`src/rtl/constants.svh`:
```
// Shared widths, command-bit positions and fixed-point helpers for the wavegen protocol.
`ifndef CONSTANTS_SVH
`define CONSTANTS_SVH

`define SAMPLE_WIDTH       24
`define FIXED_POINT        8
`define WAVEGEN_ENABLE_BIT 0
`define ENVELOPE_RESET_BIT 1
`define REAL_TO_FIXED_POINT(x) (int'((x) * (2.0 ** `FIXED_POINT)))

`endif

```
`src/rtl/protocol_pkg.sv`:
```
// Per-voice configuration record written by the protocol register file.
`include "constants.svh"

package protocol_pkg;

  localparam int ENABLE_BIT    = `WAVEGEN_ENABLE_BIT;
  localparam int ENV_RESET_BIT = `ENVELOPE_RESET_BIT;
  localparam int FIXED_POINT   = `FIXED_POINT;

  typedef struct packed {
    logic [7:0]  cmds;
    logic [31:0] freq;
    logic [15:0] amplitude;
  } wavegen_t;

endpackage

```
`src/rtl/sched_pkg.sv`:
```
// Scheduler state encoding and voice-index width helper.
package sched_pkg;

  typedef enum logic [1:0] {
    IDLE,
    ISSUE,
    DRAIN,
    OUTPUT
  } sched_state_t;

  function automatic int voice_idx_w(input int n);
    return (n > 1) ? $clog2(n) : 1;
  endfunction

endpackage

```
`src/rtl/voice_mix_acc.sv`:
```
// Mix accumulator: clear, add sign-extended voice samples, shift and narrow to OUT_WIDTH.
// MIXER_SATURATION_EN defined: narrowing clamps; undefined: narrowing wraps.
module voice_mix_acc #(
  parameter int OSC_WIDTH = 32,
  parameter int ACC_WIDTH = 36,
  parameter int OUT_WIDTH = 24,
  parameter int MIX_SHIFT = 8
) (
  input  logic                        clk,
  input  logic                        rst,
  input  logic                        clear,
  input  logic                        add_en,
  input  logic signed [OSC_WIDTH-1:0] add_val,
  output logic signed [OUT_WIDTH-1:0] mix
);

  logic signed [ACC_WIDTH-1:0] acc;
  logic signed [ACC_WIDTH-1:0] shifted;

  always_ff @(posedge clk or posedge rst) begin
    if (rst) begin
      acc <= '0;
    end else if (clear) begin
      acc <= '0;
    end else if (add_en) begin
      acc <= acc + {{(ACC_WIDTH-OSC_WIDTH){add_val[OSC_WIDTH-1]}}, add_val};
    end
  end

  assign shifted = acc >>> MIX_SHIFT;

`ifdef MIXER_SATURATION_EN
  localparam logic signed [ACC_WIDTH-1:0] SAT_MAX =
    {{(ACC_WIDTH-OUT_WIDTH+1){1'b0}}, {(OUT_WIDTH-1){1'b1}}};
  localparam logic signed [ACC_WIDTH-1:0] SAT_MIN =
    {{(ACC_WIDTH-OUT_WIDTH+1){1'b1}}, {(OUT_WIDTH-1){1'b0}}};

  always_comb begin
    mix = OUT_WIDTH'(shifted);
    if (shifted > SAT_MAX) begin
      mix = OUT_WIDTH'(SAT_MAX);
    end else if (shifted < SAT_MIN) begin
      mix = OUT_WIDTH'(SAT_MIN);
    end
  end
`else
  assign mix = OUT_WIDTH'(shifted);
`endif

endmodule

```
`src/rtl/wavegen_scheduler.sv`:
```
// Time-multiplexes one oscillator over NUM_VOICES voices per sample period and emits the mix
// on valid/ready; mix valid NUM_VOICES+OSC_LATENCY+1 cycles after tick (MIXER_SATURATION_EN selects clamp).
`include "constants.svh"

module wavegen_scheduler
  import protocol_pkg::*;
  import sched_pkg::*;
#(
  parameter int NUM_VOICES  = 16,
  parameter int OSC_LATENCY = 2,
  parameter int OSC_WIDTH   = `SAMPLE_WIDTH + `FIXED_POINT,
  parameter int OUT_WIDTH   = `SAMPLE_WIDTH,
  parameter int MIX_SHIFT   = `FIXED_POINT
) (
  input  logic                                    clk,
  input  logic                                    rst,
  input  logic                                    sample_tick,
  input  wavegen_t                                voice_cfg [NUM_VOICES],
  output logic                                    osc_enable,
  output logic [voice_idx_w(NUM_VOICES)-1:0]      osc_voice_idx,
  output wavegen_t                                osc_wavegen,
  input  logic signed [OSC_WIDTH-1:0]             osc_out,
  output logic signed [OUT_WIDTH-1:0]             mix_out,
  output logic                                    mix_valid,
  input  logic                                    mix_ready,
  output logic                                    busy,
  output logic                                    overrun
);

  localparam int IDX_W   = voice_idx_w(NUM_VOICES);
  localparam int ACC_W   = OSC_WIDTH + $clog2(NUM_VOICES);
  localparam int DRAIN_W = $clog2(OSC_LATENCY + 1);

  sched_state_t              state;
  logic [OSC_LATENCY-1:0]    vld_pipe;
  logic [DRAIN_W-1:0]        drain_cnt;
  logic [IDX_W-1:0]          next_idx;
  logic signed [OUT_WIDTH-1:0] mix_narrow;
  logic                      acc_clear;

  assign next_idx  = osc_voice_idx + 1'b1;
  assign acc_clear = (state == IDLE) && sample_tick;
  assign busy      = (state != IDLE);

  // Tags each oscillator result slot with whether its voice was actually enabled.
  always_ff @(posedge clk or posedge rst) begin
    if (rst) begin
      vld_pipe <= '0;
    end else begin
      vld_pipe[0] <= osc_enable;
      for (int i = 1; i < OSC_LATENCY; i++) begin
        vld_pipe[i] <= vld_pipe[i-1];
      end
    end
  end

  voice_mix_acc #(
    .OSC_WIDTH (OSC_WIDTH),
    .ACC_WIDTH (ACC_W),
    .OUT_WIDTH (OUT_WIDTH),
    .MIX_SHIFT (MIX_SHIFT)
  ) u_mix_acc (
    .clk     (clk),
    .rst     (rst),
    .clear   (acc_clear),
    .add_en  (vld_pipe[OSC_LATENCY-1]),
    .add_val (osc_out),
    .mix     (mix_narrow)
  );

  always_ff @(posedge clk or posedge rst) begin
    if (rst) begin
      state         <= IDLE;
      osc_enable    <= 1'b0;
      osc_voice_idx <= '0;
      osc_wavegen   <= '0;
      mix_out       <= '0;
      mix_valid     <= 1'b0;
      overrun       <= 1'b0;
      drain_cnt     <= '0;
    end else begin
      overrun <= sample_tick && (state != IDLE);
      case (state)
        IDLE: begin
          osc_enable <= 1'b0;
          if (sample_tick) begin
            state         <= ISSUE;
            osc_voice_idx <= '0;
            osc_wavegen   <= voice_cfg[0];
            osc_enable    <= voice_cfg[0].cmds[ENABLE_BIT];
          end
        end
        ISSUE: begin
          if (osc_voice_idx == IDX_W'(NUM_VOICES - 1)) begin
            state      <= DRAIN;
            osc_enable <= 1'b0;
            drain_cnt  <= '0;
          end else begin
            osc_voice_idx <= next_idx;
            osc_wavegen   <= voice_cfg[next_idx];
            osc_enable    <= voice_cfg[next_idx].cmds[ENABLE_BIT];
          end
        end
        // The extra count lets the last accumulate land before the mix is registered.
        DRAIN: begin
          if (drain_cnt == DRAIN_W'(OSC_LATENCY)) begin
            state     <= OUTPUT;
            mix_out   <= mix_narrow;
            mix_valid <= 1'b1;
          end else begin
            drain_cnt <= drain_cnt + 1'b1;
          end
        end
        OUTPUT: begin
          if (mix_ready) begin
            mix_valid <= 1'b0;
            state     <= IDLE;
          end
        end
        default: state <= IDLE;
      endcase
    end
  end

endmodule

```
`config.mk`:
```
export PLATFORM = sky130hd
export DESIGN_NAME = wavegen_scheduler
export DESIGN_NICKNAME = d
export VERILOG_FILES = /design/src/rtl/protocol_pkg.sv /design/src/rtl/sched_pkg.sv /design/src/rtl/voice_mix_acc.sv /design/src/rtl/wavegen_scheduler.sv
export VERILOG_INCLUDE_DIRS = /design/src /design/src/rtl
export SDC_FILE = /design/constraint.sdc
export NUM_CORES = 1
export LEC_CHECK = 0
export ABC_AREA = 1
export CAP_MARGIN = 0
export CORE_AREA = 2 2 402 404
export DETAILED_ROUTE_END_ITERATION = 10
export DIE_AREA = 0 0 404 406
export HOLD_SLACK_MARGIN = 0.15
export PLACE_DENSITY = 0.36
export SYNTH_ARGS = -nofsm -noshare
export SYNTH_HDL_FRONTEND = slang
export SYNTH_SLANG_ARGS = --single-unit
```
`constraint.sdc`:
```
create_clock -name clk -period 11.65 [get_ports clk]
set_input_delay 2.33 -clock clk [delete_from_list [all_inputs] [get_ports clk]]
set_output_delay 2.33 -clock clk [all_outputs]
set_load 0.01 [all_outputs]
```
[Word level (Yosys, flattened, before mapping)]
Index checks and enable logic that the tools add are counted.
Cells by class
  eq/ne operators: 11
  shifts and indexed selects: 0
  div/mod/pow operators: 0
  mux-type cells: 25
  bitwise operators: 1
  order comparisons: 1
  reductions and logical operators: 13
  $mul: 0
  add/sub/neg operators: 3
Operators with widths (number)
  56-bit binary-select mux with 4-bit select: 1
  56-bit two-way mux: 4
  56-bit one-hot mux with 2 select lines: 1
  36-bit two-way mux: 2
  36-bit adder: 1
  2-bit two-way mux: 6
  2-bit != test (second input constant): 6
  2-bit nonzero test: 5
  3-bit AND reduction: 3
  4-bit two-way mux: 2
  2-bit one-hot mux with 4 select lines: 1
  4-bit one-hot mux with 2 select lines: 1
  2-bit equality test (second input constant): 3
  5-bit >= comparator (second input constant): 1
  4-bit NOT with 5-bit output: 1
  4-bit by 1-bit adder with 4-bit output (second input constant): 1
  4-bit equality test (second input constant): 1
  1-bit two-way mux: 4
  1-bit one-hot mux with 2 select lines: 2
  2-bit one-hot mux with 2 select lines: 1
  4-bit AND reduction: 1
  2-bit by 1-bit adder with 2-bit output (second input constant): 1
  2-bit by 1-bit equality test with 1-bit output (second input constant): 1
  1-bit logical AND: 2
  2 further kinds: 2
Word-level totals
  word-level logic and storage cells: 66
  memories: 0
  latch bits: 0
  ROM bits: 0
  bits in registers: 129
  bits in writable memories: 0
  output and inout bits: 88

[Depth between registers and ports, before layout]
Gate-level depths: netlist of run 1.
  depth after elaboration: 7
  gate-level depth with buffers: 13

[Modules after synthesis]
From an unflattened synthesis of run 1, not the netlist that was laid out.
Second synthesis, totals
  cells, all modules: 3185
  area, all modules: 16696.0 um^2
Modules (own cells, without submodules)
  wavegen_scheduler: cells an instance 2535, area each 12841.1 um^2, times used 1, sequential area each 2327.2 um^2
  voice_mix_acc: cells an instance 650, area each 3854.9 um^2, times used 1, sequential area each 800.8 um^2

[Least setup slack after synthesis of run 1]
OpenSTA, ideal clock, no wires.
  path type: input port to flip-flop
  start: input port osc_out[0]
  end: register u_mix_acc.acc[30]
  arrival: 3731 ps
  path slack: 7801 ps
  stages: 12
  setup time: 118 ps
  cell sequence: ha_1 -> fa_1 -> nand3_1 -> nand3_1 -> nand2_1 -> nand2_1 -> nand2_1 -> nand2_1 -> nand2_1 -> nand3_1 -> nand3_1 -> nand2_1
Between the ends
  longest elaborated chain between the ends: 3
RTL lines
  start: declaration: line wavegen_scheduler.sv:22  | input logic signed [OSC_WIDTH-1:0] osc_out,
  36-bit adder: line voice_mix_acc.sv:26  | acc <= acc + {{(ACC_WIDTH-OSC_WIDTH){add_val[OSC_WIDTH-1]}}, add_val};
  36-bit two-way mux: line voice_mix_acc.sv:25  | end else if (add_en) begin
  36-bit two-way mux: line voice_mix_acc.sv:23  | end else if (clear) begin
  end signal: assignment: line voice_mix_acc.sv:26
  end: declaration: line voice_mix_acc.sv:17  | logic signed [ACC_WIDTH-1:0] acc;
Every way passes these cells. The select of a mux whose other input is x is not followed.
A chain may end at the register's enable or synchronous reset.

[Worst setup path in the final report of run 1]
  start: input port sample_tick
  end: register osc_wavegen[17] (netlist bit)
Between the ends
  longest elaborated chain between the ends: 2
RTL lines
  start: declaration: line wavegen_scheduler.sv:17  | input logic sample_tick,
  2-bit != test (no source line)
  3-bit AND reduction (no source line)
  end signal: assignment: line wavegen_scheduler.sv:89  | osc_wavegen <= voice_cfg[0];
  end signal: assignment: line wavegen_scheduler.sv:100  | osc_wavegen <= voice_cfg[next_idx];
  end: declaration: line wavegen_scheduler.sv:21  | output wavegen_t osc_wavegen,
Every way passes these cells.

==> impl_summary.txt, run 1 <==
----------------------------------------------------
[Power]
  Leakage power summed over all cells ... 11.9 nW
  PD cells ... 209 mW/mm²
  Final total power ... 0.00598 W
  Peak supply drop ... 0.000128 V

[Layout]
  Area used by multi-input combinational logic ... 0.0112 mm²
  Footprint of the flip-flops and latches ... 0.00313 mm²
  Total non-filler cell area in the finished layout ... between 0.02 and 0.03 mm²
  Most common cell after layout, fill and taps aside ... sky130_fd_sc_hd__nand2_1
  Final #Nets ... 4758
  Final non-filler cell total ... 5902
  Area added between synthesis and finish ... 81.5%
  Filler cell count ... 18572
  Ratio of cells with drive above 1 in the final layout ... 2.45%
  Highest-count cells in the layout ignoring fill and taps ... sky130_fd_sc_hd__nand2_1 (1210), sky130_fd_sc_hd__clkdlybuf4s50_1 (1019), sky130_fd_sc_hd__nand3_1 (533)

[Job]
  Reported max-cap violation count ... 0

[Critical path]
  WP data arrival ... roughly 5100 ps
  Critical R2R Launch ... osc_voice_idx[0]$_DFFE_PP0P_
  Cell with the largest stage delay on the worst path ... sky130_fd_sc_hd__buf_4
  Worst-path cell chain ... clkdlybuf4s50_1 -> nor2_1 -> nor3_4 -> buf_4 -> inv_4 -> buf_4 -> a21oi_1 -> a21oi_1
  Startpoint type of the worst setup path ... input port
  Setup slack of the worst register-to-register path ... 7100 ps
  Req. time, crit path ... 12040 ps
  Crit path capture type ... flip-flop
  Worst r2r path cells ... 10
  FF-to-FF End ... osc_wavegen[44]$_DFFE_PP0P_
  Delay of the slowest cell on the worst path ... 640 ps
  Critical path start-end classification ... input port to flip-flop
  Biggest fanout along the worst timing path ... 51

[Logic synthesis]
  Largest area contributor in the netlist ... sky130_fd_sc_hd__nand2_1
  Number of distinct standard cells referenced by the synthesized netlist ... 32
  Register bit count reported by yosys ... 125
  Avg Cell Area, Syn ... 5.36 µm²
  Post-synthesis net count ... around 4000
  Number of instances in the synthesized netlist ... a little under 3000
  Synth Cell Area ... 0.0157 mm²
  Share of the synthesized area in the top cell type ... 28.9%
  Warnings from Yosys ... 0
  Leading post-synthesis cells by cell area ... sky130_fd_sc_hd__nand2_1 (29%), sky130_fd_sc_hd__dfrtp_1 (20%), sky130_fd_sc_hd__nand3_1 (17%), sky130_fd_sc_hd__a21oi_1 (11%), sky130_fd_sc_hd__o21ai_0 (3.7%)
  Sequential area share after synthesis ... 19.9%

[Floorplanning]
  Core area ... 0.160 mm²
  Num ports ... 1020
  Die outline area ... around 0.16 mm²
  Chip Height ... 406 µm
  Site row count ... 147
  Width of the die ... 404 µm
  Initial standard-cell utilization of the core ... 9.85%

[Place]
  Routability congestion estimate from global placement ... 0.910
  Area after detailed placement ... ~0.028 mm²
  Number of buffers added on ports ... ~1000
  Placed cells ... 5855
  Post-detailed-placement half-perimeter wirelength ... 110 mm

[Worst hold path]
  Worst Hold Endpoint ... vld_pipe[1]$_DFF_PP0_
  Min-Delay Startpoint ... vld_pipe[0]$_DFF_PP0_
  Worst hold path class ... flip-flop to flip-flop
  Cell depth of the worst hold path ... 0

[STA]
  Period utilisation layout ... 40.5%
  Final setup fails ... 0
  Number of hold-slack violations in the final timing report ... 0
  Clock Skew ... 21.6 ps
  RSZ-0062 raised after global routing ... no
  Worst-Margin Slew ... 1060 ps
  Post-layout minimum cycle time ... 4720 ps
  Max Slew Vio Count ... 0
  Hold WS ... roughly 350 ps
  Fin Setup TNS ... 0 ps
  Worst slew margin relative to its limit ... 29.3%
  Fmax ... roughly 210 MHz

[Clocking]
  Quantity of hold-fixing buffers added after cts ... 0
  Skew-Pair Late Insertion Delay ... between 500 and 600 ps
  Setup Fix Bufs, Post-CTS ... 0
  # resized after CTS ... 0
  Clock tree root driver cell ... sky130_fd_sc_hd__clkbuf_16
  CTS sink cnt ... 125
  CTS Buffer Depth ... 2
  H-tree depth ... 4
  Clock input transition at the sequential cells of the worst setup and hold paths ... about 70 ps
  CTS tree ... yes
  Number of buffers inserted during clock tree synthesis ... 17

[Routing]
  Final wirelength ... between 100 and 150 mm
  Post-route antenna net violation count ... 0
  Vias after detailed routing ... 23284
  Average routed wire per standard cell ... 23.5 µm
  Violation count after the first detailed-routing iteration ... 1702
  First-pass iteration count of the detailed router ... 5
  Detail-routed via count per cell ... 3.95
  Final routed DRC violation total ... 0

[Status]
  Result of the run ... completed

[Global route]
  Total gr overflow ... 0
  Antenna violations before repair ... 48
  Maximum number of pins on one net before global-route repair ... 178
  Global Route Usage Sum ... 16.3%
  First-pass GRT wire length ... between 150 and 200 mm
  Number of global-route vias before repair ... roughly 24000

----------------------------------------------------
## per-layer routing
layer | wire length, µm | share of wire, % | vias up | global-route usage [%]
met5 | 98 | 0.071 | - | 0
met4 | 1770 | 1.3 | 16 | 3.41
met3 | 8640 | 6.2 | 111 | 3.56
met2 | 67300 | 49 | 821 | 28.1
met1 | 60800 | 44 | 10953 | 20.6
li1 | - | - | 11383 | -
## worst max-delay path by stage
stage                                       startpoint                           to  depth (start not counted)
after floorplan                                    rst     drain_cnt[0]$_DFFE_PP0P_                          1
after global placement                     sample_tick  osc_wavegen[13]$_DFFE_PP0P_                          8
after detailed placement                   sample_tick  osc_wavegen[17]$_DFFE_PP0P_                          8
after CTS                 osc_voice_idx[0]$_DFFE_PP0P_  osc_wavegen[44]$_DFFE_PP0P_                         10
after global routing      osc_voice_idx[0]$_DFFE_PP0P_  osc_wavegen[44]$_DFFE_PP0P_                         10
final                                      sample_tick  osc_wavegen[17]$_DFFE_PP0P_                          8
## cell families after synthesis
logic type / Yosys count / synth area share (%)
XOR/XNOR: 5 / 0.326
adder cells (fa/ha/maj): 38 / 3.07
flip-flops: 125 / 19.9
AND/OR/NAND/NOR: 1866 / 49.0
AO/OA/AOI/OAI: 523 / 17.1
multiplexers: 15 / 1.07
buffers and inverters: 363 / 9.55
## cell usage after synthesis, drive strengths merged
cell    number
o211ai      11
or2          1
o21bai       2
a32o         1
nand3      533
nand2     1210
mux2        15
nor3         9
a21o         1
nand4        4
ha          37
dfrtp      125
a22o         2
fa           1
and2         2
xnor2        3
nor2       107
o31ai        9
inv        147
o21ai      145
xor2         2
o22ai        2
a31oi        1
clkbuf      92
buf        124
a21oi      349
## flip-flops by register name (all words and copies together) (netlist names)
| register | cells |
|---|---|
| osc_wavegen | 56 |
| osc_enable | 1 |
| overrun | 1 |
| mix_out | 24 |
| drain_cnt | 2 |
| vld_pipe | 2 |
| state | 2 |
| osc_voice_idx | 4 |
| u_mix_acc.acc | 32 |
| mix_valid | 1 |
## per-stage QoR
step,utilization (%),worst slack [ps]
floorplan,-,5990
global placement,17.5,6390
detailed placement,17.5,6330
CTS,17.9,6750
global route,17.9,6570
finish,17.9,6930
## layout make-up
type / instances / area share, %
Antenna cell: 15 / 0.131
Clock buffer: 17 / 1.49
Clock inverter: 15 / 0.526
Inverter: 147 / 2.04
Multi-Input combinational cell: 2447 / 39.1
Sequential cell: 125 / 11.0
Tap cell: 2086 / 9.14
Timing Repair Buffer: 1050 / 36.6
## power breakdown
part / switching [W] / total, W / internal [W] / leakage, nW
Combinational: 0.00303 / 0.00458 / 0.00155 / 10.1
Clock: 0.000305 / 0.000589 / 0.000284 / 0.278
Sequential: 0.000159 / 0.000808 / 0.000649 / 1.52
## worst max-delay path, delay by kind of cell
family / cells / cell delay, ps
buffers and inverters: 4 / 1960
AO/OA/AOI/OAI: 2 / 380
AND/OR/NAND/NOR: 2 / 290
(Power assumes the default switching activity.)
==> run 2, diff against run 1 <==
--- a/config.mk
+++ b/config.mk
@@ -8,11 +8,11 @@
 export LEC_CHECK = 0
 export ABC_AREA = 1
 export CAP_MARGIN = 0
-export CORE_AREA = 2 2 402 404
+export CORE_AREA = 2 2 393 395
 export DETAILED_ROUTE_END_ITERATION = 10
-export DIE_AREA = 0 0 404 406
+export DIE_AREA = 0 0 395 397
 export HOLD_SLACK_MARGIN = 0.15
-export PLACE_DENSITY = 0.36
+export PLACE_DENSITY = 0.37
 export SYNTH_ARGS = -nofsm -noshare
 export SYNTH_HDL_FRONTEND = slang
 export SYNTH_SLANG_ARGS = --single-unit
==> constraint.sdc (replaced) <==
create_clock -name clk -period 4.61 [get_ports clk]
set_input_delay 0.922 -clock clk [delete_from_list [all_inputs] [get_ports clk]]
set_output_delay 0.922 -clock clk [all_outputs]
set_load 0.01 [all_outputs]
==> run 2 against run 1 <==
Power increased to 2.6 times the previous value. Global-route usage grew 1.6 points. Cell count decreased by 0.39%. Core utilization grew 0.92 points. Design area rose by 0.74%. Clock-buffer cell count up 1. Critical path depth decreased by 6. Critical endpoint is now osc_voice_idx[0].
==> impl_summary.txt, run 2 (same netlist as run 1, synthesis figures left out) <==
----------------------------------------------------
[Critical path]
  Crit. Startpoint ... osc_voice_idx[0]$_DFFE_PP0P_
  Critical path start-end classification ... flip-flop to output pin
  Startpoint type of the worst setup path ... flip-flop
  Biggest fanout along the worst timing path ... 158 (+210%)
  Req. time, crit path ... 3690 ps (-8350 ps)
  Crit path capture type ... output pin
  Critical R2R Launch ... osc_voice_idx[0]$_DFFE_PP0P_
  Delay of the slowest cell on the worst path ... 710 ps (+70 ps)
  Cell with the largest stage delay on the worst path ... sky130_fd_sc_hd__dfrtp_4
  Worst-path cell chain ... buf_12 -> clkdlybuf4s50_1
  Combined buffer and inverter count along the critical path ... 2 (-2)
  Kind of cell with the highest combined delay on the critical path ... buffers and inverters
  WP data arrival ... 2640 ps (-2470 ps)

[Layout]
  Top reg by flops ... osc_wavegen
  Most common cell after layout, fill and taps aside ... sky130_fd_sc_hd__nand2_1
  Ratio of cells with drive above 1 in the final layout ... 2.85% (+0.41 points)
  Area added between synthesis and finish ... 82.9%
  Biggest regs ... osc_wavegen: 56 flops, u_mix_acc.acc: 32 flops, mix_out: 24 flops
  Highest-count cells in the layout ignoring fill and taps ... sky130_fd_sc_hd__nand2_1 (1210), sky130_fd_sc_hd__clkdlybuf4s50_1 (1019), sky130_fd_sc_hd__nand3_1 (533)
  Number of flip-flops under the largest register name ... 56 (unchanged)
  Final #Nets ... 4776 (+0.38%)

[Floorplanning]
  Site row count ... 144 (-2.0%)
  Die outline area ... 0.157 mm² (-4.4%)
  Core area ... 0.153 mm² (-4.2%)
  Num ports ... 1020 (unchanged)
  Width of the die ... 395 µm (-2.2%)
  Initial standard-cell utilization of the core ... 10.3% (+0.43 points)
  Chip Height ... 397 µm (-2.2%)

[Worst hold path]
  Worst hold path class ... flip-flop to flip-flop
  Min-Delay Startpoint ... vld_pipe[0]$_DFF_PP0_

[Routing]
  Final routed DRC violation total ... 0 (unchanged)
  Average routed wire per standard cell ... 24.7 µm (+5.3%)
  First-pass iteration count of the detailed router ... 6 (+1)
  Vias after detailed routing ... 23592 (+1.3%)
  Detail-routed via count per cell ... 4.01 (+1.7%)
  Post-route antenna net violation count ... 0 (unchanged)
  Final wirelength ... 145 mm (+4.9%)
  Violation count after the first detailed-routing iteration ... 1794 (+5.4%)

[STA]
  Worst slew margin relative to its limit ... 33.6% (+4.3 points)
  Hold WS ... 349 ps (-0.604 ps)
  Fin Setup TNS ... 0 ps (unchanged)
  Final setup fails ... 0 (unchanged)
  RSZ-0062 raised after global routing ... no
  Clock Skew ... 19.0 ps (-2.62 ps)
  Worst-Margin Slew ... 995 ps (-65.4 ps)
  Period utilisation layout ... 77.3%
  Number of hold-slack violations in the final timing report ... 0 (unchanged)
  Fmax ... 281 MHz
  Max Slew Vio Count ... 0 (unchanged)
  Post-layout minimum cycle time ... about 3600 ps

[Clocking]
  Setup Fix Bufs, Post-CTS ... 0 (unchanged)
  H-tree depth ... 4 (unchanged)
  Clock input transition at the sequential cells of the worst setup and hold paths ... 80 ps (about the same)
  Quantity of hold-fixing buffers added after cts ... 0 (unchanged)
  CTS sink cnt ... 125 (unchanged)
  Clock tree root driver cell ... sky130_fd_sc_hd__clkbuf_16
  Number of buffers inserted during clock tree synthesis ... 17 (unchanged)
  # resized after CTS ... 0 (unchanged)
  CTS Buffer Depth ... 2 (unchanged)
  CTS tree ... yes
  Skew-Pair Late Insertion Delay ... 520 ps (about the same)

[Power]
  PD cells ... 549 mW/mm² (+160%)
  Peak supply drop ... 0.000433 V (+240%)
  Leakage power summed over all cells ... 12.0 nW (+1.1%)

[Place]
  Number of buffers added on ports ... 1019 (unchanged)
  Post-detailed-placement half-perimeter wirelength ... 117 mm (+6.1%)
  Routability congestion estimate from global placement ... 0.920 (+1.1%)

[Global route]
  Maximum number of pins on one net before global-route repair ... 159 (-11%)
  Antenna violations before repair ... 44 (-8.3%)
  Total gr overflow ... 0 (unchanged)
  Number of global-route vias before repair ... 23607 (-0.17%)
  First-pass GRT wire length ... 196 mm (+3.9%)
  Global Route Usage Sum ... 17.9% (+1.6 points)

[Status]
  Result of the run ... completed

[Job]
  Reported max-cap violation count ... 0 (unchanged)

----------------------------------------------------
run 2: changes by cell type in the layout (fill, tap and decap cells not counted), moves of 2 or more:
| cell | change |
|---|---|
| sky130_fd_sc_hd__buf_12 | +10 |
| sky130_fd_sc_hd__buf_4 | +8 |
| sky130_fd_sc_hd__clkinv_8 | -2 |
| sky130_fd_sc_hd__clkinvlp_4 | +2 |
| sky130_fd_sc_hd__o21ai_0 | +2 |
| sky130_fd_sc_hd__o21ai_1 | -2 |
run 2: final timing paths:
check | endpoint | slack (ps) | cells past startpoint
worst max-delay path | osc_voice_idx[0] | 1050 | 2
worst min-delay path | vld_pipe[1]$_DFF_PP0_ | 350 | 0
worst max register to register | osc_wavegen[51]$_DFFE_PP0P_ | 1460 | 8
worst min register to register | vld_pipe[1]$_DFF_PP0_ | 350 | 0
max in group asynchronous | mix_out[22]$_DFFE_PP0P_ | 2840 | 3
min in group asynchronous | osc_wavegen[55]$_DFFE_PP0P_ | 870 | 2
run 2: area by class of cell:
cell class / instances / area, µm²
sequential: 125 / 3130
multi-input combinational: 2447 / 11200
clock buffer: 18 / 429
tap: 2044 / 2560
fill: 17840 / 124000
timing repair buffer: 1068 / 10700
antenna: 16 / 40.0
inverter: 147 / 582
clock inverter: 14 / 151
run 2: through the flow:
| step | instances | utilization [%] | total power, W | worst slack, ps | area (µm²) |
|---|---|---|---|---|---|
| finish | 5879 | 18.8 | 0.0158 | 1050 | 28800 |
| global route | 5868 | 18.8 | 0.0173 | 896 | 28700 |
| CTS | 5863 | 18.8 | 0.0162 | 978 | 28700 |
| detailed placement | 5831 | 18.4 | 0.0146 | 1310 | 28100 |
| global placement | 5831 | 18.4 | 0.0146 | 1300 | 28100 |
| floorplan | 2935 | - | 0.00857 | 360 | 15700 |
run 2: worst register-to-register path: cells and delay by family, from the launching register on:
kind                     cells  cell delay [ps]
AND/OR/NAND/NOR              2              240
flip-flops                   1              660
adder cells (fa/ha/maj)      1              390
AO/OA/AOI/OAI                3             1220
buffers and inverters        2              560
run 2: layer usage:
metal  track usage [%]  part of all wire (%)  vias up
met5                 0                 0.093        -
met4              3.71                   1.6       20
met3              4.24                   6.9      110
met2              30.4                    47      965
met1              23.0                    44    11084
li1                  -                     -    11413
run 2: report_power, final:
part / internal (W) / total [W] / switching, W / leakage [nW]
combinational: 0.00408 / 0.0122 / 0.00813 / 10.3
sequential: 0.00164 / 0.00207 / 0.000426 / 1.52
clock: 0.000764 / 0.00152 / 0.000755 / 0.273
